===== src/rtl/seg_scan_if.sv =====
// Control and display bundle between a board-level driver and seg_scan_counter.
// The master drives the count controls; the slave (counter) drives the display and taps.
interface seg_scan_if #(
    parameter int N_DIGITS = 8
);
    logic                    top_en;
    logic                    top_sel;
    logic                    top_clr;
    logic [6:0]              top_cc;
    logic [N_DIGITS-1:0]     top_an;
    logic [4*N_DIGITS-1:0]   top_value;
    logic                    top_tick;

    modport master (
        output top_en, top_sel, top_clr,
        input  top_cc, top_an, top_value, top_tick
    );

    modport slave (
        input  top_en, top_sel, top_clr,
        output top_cc, top_an, top_value, top_tick
    );
endinterface


===== src/rtl/seg_scan_counter.sv =====
// N-digit hex up/down counter with multiplexed, registered seven-segment drive.
// Optional build macro LEADING_ZERO_BLANK_EN blanks digits above the most-significant nonzero nibble.
module seg_scan_counter #(
    parameter int N_DIGITS    = 8,
    parameter int COUNT_DIV   = 100000,
    parameter int REFRESH_DIV = 1000
) (
    input  logic     sys_clk,
    input  logic     top_rst_n,
    seg_scan_if.slave bus
);
    localparam int VW = 4 * N_DIGITS;
    localparam int CW = (COUNT_DIV > 1) ? $clog2(COUNT_DIV) : 1;
    localparam int RW = (REFRESH_DIV > 1) ? $clog2(REFRESH_DIV) : 1;
    localparam int IW = (N_DIGITS > 1) ? $clog2(N_DIGITS) : 1;

    localparam logic [CW-1:0] COUNT_LAST   = CW'(COUNT_DIV - 1);
    localparam logic [RW-1:0] REFRESH_LAST = RW'(REFRESH_DIV - 1);
    localparam logic [IW-1:0] DIGIT_LAST   = IW'(N_DIGITS - 1);

    logic [CW-1:0]       cnt_pre;
    logic [VW-1:0]       value;
    logic                tick;
    logic [RW-1:0]       ref_pre;
    logic [IW-1:0]       idx;
    logic [6:0]          cc;
    logic [N_DIGITS-1:0] an;
    logic [3:0]          nibble;
    logic                blank;
    logic                step;

    function automatic logic [6:0] glyph(input logic [3:0] d);
        case (d)
            4'h0: glyph = 7'b1000000;
            4'h1: glyph = 7'b1111001;
            4'h2: glyph = 7'b0100100;
            4'h3: glyph = 7'b0110000;
            4'h4: glyph = 7'b0011001;
            4'h5: glyph = 7'b0010010;
            4'h6: glyph = 7'b0000010;
            4'h7: glyph = 7'b1111000;
            4'h8: glyph = 7'b0000000;
            4'h9: glyph = 7'b0010000;
            4'hA: glyph = 7'b0001000;
            4'hB: glyph = 7'b0000011;
            4'hC: glyph = 7'b1000110;
            4'hD: glyph = 7'b0100001;
            4'hE: glyph = 7'b0000110;
            default: glyph = 7'b0001110;
        endcase
    endfunction

    assign step = bus.top_en && (cnt_pre == COUNT_LAST);

    // Clear wins over a coincident step, so the tick is suppressed with it.
    // NOTE: state registers use non-blocking assignments so every flop samples pre-edge values.
    always_ff @(posedge sys_clk or negedge top_rst_n) begin
        if (!top_rst_n) begin
            cnt_pre <= '0;
            value   <= '0;
            tick    <= 1'b0;
        end else if (bus.top_clr) begin
            cnt_pre <= '0;
            value   <= '0;
            tick    <= 1'b0;
        end else begin
            tick <= step;
            if (bus.top_en) cnt_pre <= step ? '0 : cnt_pre + CW'(1);
            if (step) value <= bus.top_sel ? value - VW'(1) : value + VW'(1);
        end
    end

    // Scan timing is independent of counting and of clear.
    always_ff @(posedge sys_clk or negedge top_rst_n) begin
        if (!top_rst_n) begin
            ref_pre <= '0;
            idx     <= '0;
        end else if (ref_pre == REFRESH_LAST) begin
            ref_pre <= '0;
            idx     <= (idx == DIGIT_LAST) ? '0 : idx + IW'(1);
        end else begin
            ref_pre <= ref_pre + RW'(1);
        end
    end

    assign nibble = value[4*int'(idx) +: 4];

`ifdef LEADING_ZERO_BLANK_EN
    logic [IW-1:0] msd;

    // NOTE: msd gets a default before the loop so this block can never infer a latch.
    always_comb begin
        msd = '0;
        for (int i = 1; i < N_DIGITS; i++) begin
            if (value[4*i +: 4] != 4'h0) msd = IW'(i);
        end
    end

    assign blank = (idx > msd);
`else
    assign blank = 1'b0;
`endif

    always_ff @(posedge sys_clk or negedge top_rst_n) begin
        if (!top_rst_n) begin
            an <= '1;
            cc <= 7'h7F;
        end else if (blank) begin
            an <= '1;
            cc <= 7'h7F;
        end else begin
            an <= ~(N_DIGITS'(1) << idx);
            cc <= glyph(nibble);
        end
    end

    assign bus.top_cc    = cc;
    assign bus.top_an    = an;
    assign bus.top_value = value;
    assign bus.top_tick  = tick;
endmodule

===== src/flat_wrapper.sv =====
// flat-port wrapper written by rule: the top's interface ports become plain ports
module seg_scan_counter_flat 
#(
    parameter int N_DIGITS    = 8,
    parameter int COUNT_DIV   = 100000,
    parameter int REFRESH_DIV = 1000
)
  (sys_clk, top_rst_n, bus_top_en, bus_top_sel, bus_top_clr, bus_top_cc, bus_top_an, bus_top_value, bus_top_tick);
  seg_scan_if #(.N_DIGITS(N_DIGITS)) bus_i ();
  input  logic sys_clk;
  input  logic top_rst_n;
  input wire logic [$bits(bus_i.top_en)-1:0] bus_top_en;
  input wire logic [$bits(bus_i.top_sel)-1:0] bus_top_sel;
  input wire logic [$bits(bus_i.top_clr)-1:0] bus_top_clr;
  output wire logic [$bits(bus_i.top_cc)-1:0] bus_top_cc;
  output wire logic [$bits(bus_i.top_an)-1:0] bus_top_an;
  output wire logic [$bits(bus_i.top_value)-1:0] bus_top_value;
  output wire logic [$bits(bus_i.top_tick)-1:0] bus_top_tick;
  assign bus_i.top_en = bus_top_en;
  assign bus_i.top_sel = bus_top_sel;
  assign bus_i.top_clr = bus_top_clr;
  assign bus_top_cc = bus_i.top_cc;
  assign bus_top_an = bus_i.top_an;
  assign bus_top_value = bus_i.top_value;
  assign bus_top_tick = bus_i.top_tick;
  seg_scan_counter #(.N_DIGITS(N_DIGITS), .COUNT_DIV(COUNT_DIV), .REFRESH_DIV(REFRESH_DIV)) u_core (.sys_clk(sys_clk), .top_rst_n(top_rst_n), .bus(bus_i));
endmodule

===== config.mk =====
export PLATFORM = sky130hd
export DESIGN_NAME = seg_scan_counter_flat
export DESIGN_NICKNAME = d
export VERILOG_FILES = /design/src/rtl/seg_scan_if.sv /design/src/rtl/seg_scan_counter.sv /design/src/flat_wrapper.sv
export SDC_FILE = /design/constraint.sdc
export NUM_CORES = 1
export LEC_CHECK = 0
export CAP_MARGIN = 25
export CORE_ASPECT_RATIO = 0.75
export CORE_MARGIN = 2
export CORE_UTILIZATION = 30
export CTS_BUF_LIST = sky130_fd_sc_hd__clkbuf_16
export DETAILED_ROUTE_END_ITERATION = 8
export HOLD_SLACK_MARGIN = 0.08
export MAX_ROUTING_LAYER = met4
export SYNTH_ARGS = -nofsm -noshare
export SYNTH_HDL_FRONTEND = slang
export SYNTH_SLANG_ARGS = --single-unit

===== constraint.sdc =====
create_clock -name sys_clk -period 2.4 [get_ports sys_clk]
set_clock_uncertainty 0.2 [all_clocks]
set_input_delay 0.48 -clock sys_clk [delete_from_list [all_inputs] [get_ports sys_clk]]
set_output_delay 0.48 -clock sys_clk [all_outputs]
set_load 0.02 [all_outputs]

==> run metrics, run 1 <==
Post-Syn Area=around 0.0055 mm²; worst vdd ir=about 0.0003 V; Slew headroom=between 60% and 70%; Placed Instance Area=about 0.008 mm²; clock latency on the worst-skew pair=about 0.35 ns; Rows=42; global-route wire length before repair=roughly 29000 µm; simple-gate share of the synthesized area=a little over a fifth; GRT busiest layer=met1; WP data arrival=~2.5 ns; Setup-failing EPs final=8; Hold Startpoint=u_core.ref_pre[0]; CP Capture Type=flip-flop; Yosys warnings=0; xor and xnor area share after synthesis=under 10%; Post-Syn Instances=630; clock slew at reported path FFs=0.07 ns; Core Util, Final=a little over 50%; Layout area overhead=63.14%; I/O pin cnt=53; Hold EP=u_core.ref_pre[0]; Fin Hold WS=between 0.2 and 0.3 ns; Hold Path Class=reg -> reg; Power Density=332.3 mW/mm²; CP required=roughly 2.4 ns; Nets=between 900 and 1000; Async S/R FF share, synth=100.0%; global-route track usage on met1=29.16%; CTS tree=yes; failing checks=negative setup slack; number of global-route vias before repair=around 5400; met3 Use GR=under 10%; # clock sinks=78; GR Util All Layers=between 10% and 20%; WL/cell=roughly 17 µm; Die ar.=0.01938 mm²; DRT iter0 DRCs=283; met2 Use GR=27.76%; synthesized flop and latch total=78; HPWL Detailed=14170 µm; clock buffer depth=2; mean number of vias per cell=5.027; most frequent cells in the layout=197 x buf_4, 82 x nand2_1, 59 x nor2_1; reg2reg start=u_core.bus.top_value[2]; register area share after synthesis=around 36%; RSZ-0062 raised after global routing=true; DR pass1 iterations=5; Max Clk Rate=399.2 MHz; via count=between 5000 and 6000; crit start category=flip-flop; fraction of layout cells with a size suffix above 1=40.63%; antenna-violating nets left=0; number of synthesized flops with an enable pin=0; post-synthesis mux area share=under 10%; largest net degree at the start of global routing=between 40 and 50; final worst slack=-0.1053 ns; final WL=around 19000 µm; n_diodes=0; chip width=about 160 µm; MaxCap Viol Count=0; final hold vios=0; DIE HEIGHT=between 100 and 150 µm; fin crit period=~2.5 ns; total power=approximately 0.0030 W; initial antenna violation count=0; Post-Syn Nets=680; core footprint=about 0.018 mm²; initial core utilization=30.86%; unique cell type count in the Yosys netlist=60; IO buf count=52; clock root buffer=clkbuf_16; Final Max Tran Viols=0; Main synth FF type=dfrtp_1; Hold Path Cell Cnt=1; critical path class=reg -> reg; RD Place Congestion=roughly 0.97; total CTS buffers=9; DRC=0; main combinational cell family by area after synthesis=simple AND/OR/NAND/NOR gates; post-synthesis compound-gate area fraction=between 10% and 20%; synthesized area per cell=between 8 and 9 µm²; Synth Area in Adders=10.41%; outcome=finished, violations left; CP Max Fanout=3; dpl ws=-0.6703 ns; Overflow after GRT=0; crit share post-route=104.4%; r2r setup slk=-0.11 ns; commonest non-fill, non-tap cell in the layout=buf_4; Leakage=between 3 and 4 nW; Worst-Margin Slew=between 0.5 and 0.6 ns; final std cell area, no fill=~0.0089 mm²; H-tree Lvls=3; Critical R2R Capture=u_core.bus.top_value[18]; worst r2r path cells=8
==> area by class of cell <==
class	instances	area, µm²
Fill cell	1656	8820
Multi-Input combinational cell	505	4070
Timing Repair Buffer	262	2226
Sequential cell	78	1982
Tap cell	242	302.8
Clock buffer	9	225.2
Inverter	25	93.84
Clock inverter	7	42.54
==> report_power, final <==
part	switching [W]	internal, W	leakage (nW)
clock network	0.000581	0.000693	0.134
registers	0.00000231	0.00132	1.01
logic	0.000198	0.000179	2.69
total	0.000780	0.00219	3.83
==> worst max path at each step <==
stage | from | end | cells past startpoint
finish | u_core.bus.top_value[2] | u_core.bus.top_value[18] | 8
detailed placement | bus_top_sel | u_core.bus.top_value[29] | 10
global placement | bus_top_sel | u_core.bus.top_value[29] | 10
CTS | u_core.bus.top_value[0] | u_core.bus.top_value[28] | 9
global route | u_core.bus.top_value[2] | u_core.bus.top_value[14] | 9
floorplan | u_core.bus.top_value[2] | u_core.bus.top_value[18] | 8
==> sequential cells by signal, summed over array words and instances, names as in the netlist <==
name                  cells
u_core.idx                3
u_core.bus.top_cc         7
u_core.cnt_pre           17
u_core.bus.top_tick       1
u_core.ref_pre           10
u_core.bus.top_an         8
u_core.bus.top_value     32
==> worst max-delay path, stage by stage (launching register included) <==
cell,delay (ns)
dfrtp_1,0.42
ha_4,0.23
nor2b_4,0.13
o211ai_1,0.41
a21oi_2,0.16
or3_4,0.42
a41oi_2,0.20
xor2_1,0.16
o21ai_1,0.07
==> kinds of logic after synthesis <==
group | count (synthesis)
and+or+nand+nor | 244
xor gates and xnor gates | 42
muxes | 16
buffers and inverters | 47
DFF | 78
adders and majority gates | 45
AOI/OAI and AO/OA | 158
==> per-stage QoR <==
step	TNS, ns	std cells
finish	-0.5561	1128
global route	-1.839	1128
CTS	-0.8680	1106
detailed placement	-14.42	1089
global placement	-13.61	1089
floorplan	-0.1765	630
==> per-layer routing <==
metal | vias to the layer above | wire (µm)
li1 | 2773 | -
met1 | 2705 | 9479
met2 | 177 | 8218
met3 | 15 | 1316
met4 | 0 | 161
met5 | - | 0
==> synth_stat cells, types with 2 or more instances <==
| cell type | number | area, µm² |
|---|---|---|
| o21bai_1 | 5 | 37.54 |
| nor4_1 | 5 | 31.28 |
| a211oi_1 | 8 | 60.06 |
| inv_2 | 3 | 11.26 |
| a21boi_0 | 2 | 15.01 |
| and3_1 | 5 | 31.28 |
| o21ai_0 | 38 | 190.2 |
| inv_1 | 22 | 82.58 |
| a31oi_1 | 6 | 37.54 |
| mux4_2 | 8 | 180.2 |
| or4_1 | 4 | 30.03 |
| mux2i_1 | 8 | 80.08 |
| a22o_1 | 2 | 17.52 |
| xor2_1 | 21 | 183.9 |
| or3_1 | 6 | 37.54 |
| a311o_1 | 3 | 30.03 |
| o311ai_1 | 2 | 17.52 |
| o21a_1 | 5 | 37.54 |
| dfstp_2 | 15 | 394.1 |
| and2_1 | 4 | 25.02 |
| nor2b_1 | 7 | 43.79 |
| a22oi_1 | 2 | 15.01 |
| nor2_1 | 63 | 236.5 |
| o211ai_1 | 4 | 30.03 |
| a21oi_1 | 55 | 275.3 |
| ha_1 | 44 | 550.5 |
| nand4_1 | 9 | 56.30 |
| nand3_1 | 25 | 125.1 |
| nand2b_1 | 3 | 18.77 |
| dfrtp_1 | 63 | 1577 |
| xnor2_1 | 21 | 183.9 |
| o21ai_1 | 2 | 10.01 |
| buf_2 | 2 | 10.01 |
| o2111ai_1 | 2 | 17.52 |
| nor4b_1 | 3 | 26.28 |
| a41oi_1 | 3 | 26.28 |
| nand2_1 | 85 | 319.1 |
| and4_1 | 3 | 26.28 |
| o22ai_1 | 2 | 12.51 |
| clkbuf_1 | 19 | 71.32 |
| a21o_1 | 9 | 67.56 |
| nor3_1 | 14 | 70.07 |
==> timing repair <==
action / CTS / global route
pin swaps: 31 / 40
endpoints found under the setup margin: 24 / 24
buffers inserted: 0 / 19
resized for setup: 54 / 71
hold buffers: 1 / 0
cloned: 0 / 3
hold endpoints to repair: 22 / 0
Note: power is estimated with default switching activity, not from simulation.
==> run 2, diff against run 1 <==
==> constraint.sdc (replaced) <==
create_clock -name sys_clk -period 2.48 [get_ports sys_clk]
set_clock_uncertainty 0.2 [all_clocks]
set_input_delay 0.496 -clock sys_clk [delete_from_list [all_inputs] [get_ports sys_clk]]
set_output_delay 0.496 -clock sys_clk [all_outputs]
set_load 0.02 [all_outputs]
==> run metrics, run 2 (synthesis results as in run 1) <==
crit-path most repeated cell=buf_12; final hold vios=0; CP required=between 2 and 3 ns; core footprint=0.01776 mm²; worst vdd ir=~0.00038 V; GR Util All Layers=19.83%; total CTS buffers=9; clock root buffer=clkbuf_16; worst r2r path cells=8; Critical R2R Capture=u_core.bus.top_value[31]; fin crit period=2.715 ns; filler instances=1664; total power=slightly above 0.003 W; DRC=0; final std cell area, no fill=~0.009 mm²; slowest stage delay, CP=between 0.4 and 0.5 ns; WL/cell=between 15 and 20 µm; combinational share of power=a little under an eighth; failing checks=negative setup slack; Nets=around 920; WP data arrival=between 2 and 3 ns; crit share post-route=109.5%; Worst setup startpoint=bus_top_sel; final WL=18930 µm; Internal=approximately 0.0023 W; Hold EP=u_core.ref_pre[0]; Setup-failing EPs final=15; chip width=around 160 µm; IO buf count=52; DR pass1 iterations=5; number of global-route vias before repair=5511; antenna-violating nets left=0; DIE HEIGHT=roughly 120 µm; clock latency on the worst-skew pair=between 0.3 and 0.4 ns; mean number of vias per cell=5.070; Placed Instance Area=between 0.007 and 0.008 mm²; Power Density=roughly 350 mW/mm²; RSZ-0062 raised after global routing=true; I/O pin cnt=between 50 and 60; initial antenna violation count=0; Overflow after GRT=0; sequence of cells on the critical path=buf_8 -> buf_12 -> buf_12 -> buf_12 -> ha_4 -> nand4_1 -> buf_4 -> nor3_4 -> a22oi_1 -> nand3_1 -> nand2_2 -> or4_1 -> nand3_1; Hold Path Class=reg -> reg; r2r setup slk=-0.13 ns; reg2reg start=u_core.bus.top_value[6]; initial core utilization=a little under a third; Max Clk Rate=roughly 370 MHz; Flop pwr share=between 40% and 50%; switching share of total power=between 20% and 30%; MaxCap Viol Count=0; clock buffer depth=2; CTS tree=yes; final worst slack=-0.2353 ns; DRT iter0 DRCs=388; CP Max Fanout=7; Hold Startpoint=u_core.ref_pre[0]; RD Place Congestion=about 0.95; fraction of layout cells with a size suffix above 1=approximately two fifths; n_diodes=0; HPWL Detailed=around 14000 µm; outcome=finished, violations left; Rows=42; # clock sinks=between 70 and 80; critical path class=in -> reg; Slew headroom=slightly below 70%; Die ar.=0.01938 mm²; max FFs per register=32; Reg area=around 0.002 mm²; commonest non-fill, non-tap cell in the layout=buf_4; global-route wire length before repair=about 29000 µm; Final Max Tran Viols=0; largest net degree at the start of global routing=38; Crit-path slowest cell=or4_1; Hold Path Cell Cnt=1; via count=5643; Leakage=between 3 and 4 nW; Layout area overhead=62.34%; crit start category=input port; CP Capture Type=flip-flop; clock slew at reported path FFs=0.07 ns; H-tree Lvls=3; multi-input combinational cell area=just over 0.004 mm²; Clk pwr share=between 40% and 50%; Fin Hold WS=0.2664 ns; most frequent cells in the layout=179 x buf_4, 79 x nand2_1, 61 x nor2_1; Worst-Margin Slew=around 0.48 ns; NetSw=0.0007826 W
run 2: cell types whose count changed in the layout (fill, tap and decap cells not counted), moves of 4 or more:
cell | before | now
buf_4 | 197 | 179
o21ai_0 | 22 | 16
dfrtp_1 | 54 | 58
dfrtp_2 | 9 | 5
o21ai_1 | 13 | 17
run 2: power groups by stage:
| stage | clock network [W] | logic [W] | registers, W |
|---|---|---|---|
| 2_1_floorplan | 0 | 0.000112 | 0.00130 |
| 3_3_place_gp | 0 | 0.000275 | 0.00130 |
| 3_5_place_dp | 0 | 0.000276 | 0.00130 |
| 4_1_cts | 0.00148 | 0.000325 | 0.00128 |
| 5_1_grt | 0.00152 | 0.000401 | 0.00128 |
| 6_report | 0.00144 | 0.000371 | 0.00128 |
run 2: layer usage:
layer | track usage (%) | routed length, µm
met1 | 27.93 | 9097
met5 | - | 0
met4 | 3.153 | 178
met2 | 30.14 | 8489
met3 | 4.067 | 1169
run 2: through the flow:
step / utilization, % / setup TNS (ns) / setup WS (ns) / cells
global placement: 42.46 / -18.39 / -0.8331 / 1061
floorplan: - / -0.07826 / -0.02866 / 630
detailed placement: 42.46 / -19.46 / -0.8987 / 1061
CTS: 47.18 / -0.7534 / -0.09770 / 1095
finish: 50.10 / -1.378 / -0.2353 / 1113
global route: 50.10 / -2.586 / -0.2543 / 1113
run 2: final cells by class:
class	count	area share [%]
sequential	78	22.22
timing repair buffer	247	24.11
multi-input combinational	505	45.57
tap	242	3.403
inverter	25	1.083
clock inverter	6	0.8015
clock buffer	10	2.812
run 2: worst max path at each step:
stage                                to  slack [ns]  cells after the start
6_report       u_core.bus.top_value[27]       -0.24                     13
5_1_grt        u_core.bus.top_value[27]       -0.25                     13
4_1_cts        u_core.bus.top_value[24]        -0.1                     13
3_5_place_dp   u_core.bus.top_value[24]       -0.90                     12
3_3_place_gp   u_core.bus.top_value[12]       -0.83                     11
2_1_floorplan  u_core.bus.top_value[28]       -0.03                      9
run 2: critical path: cells and delay by family:
family          cells  cell delay (ns)
simple gates        6             1.14
fa+ha+maj           1             0.27
buf+inv             5             0.76
compound gates      1             0.12
run 2: timing repair:
action / 4_1_cts / 5_1_grt
gates cloned: 1 / 1
hold endpoints to repair: 20 / 0
hold buffers: 1 / 0
pin swaps: 24 / 37
buffers inserted: 16 / 17
endpoints found under the setup margin: 26 / 26
gates resized for setup: 73 / 74
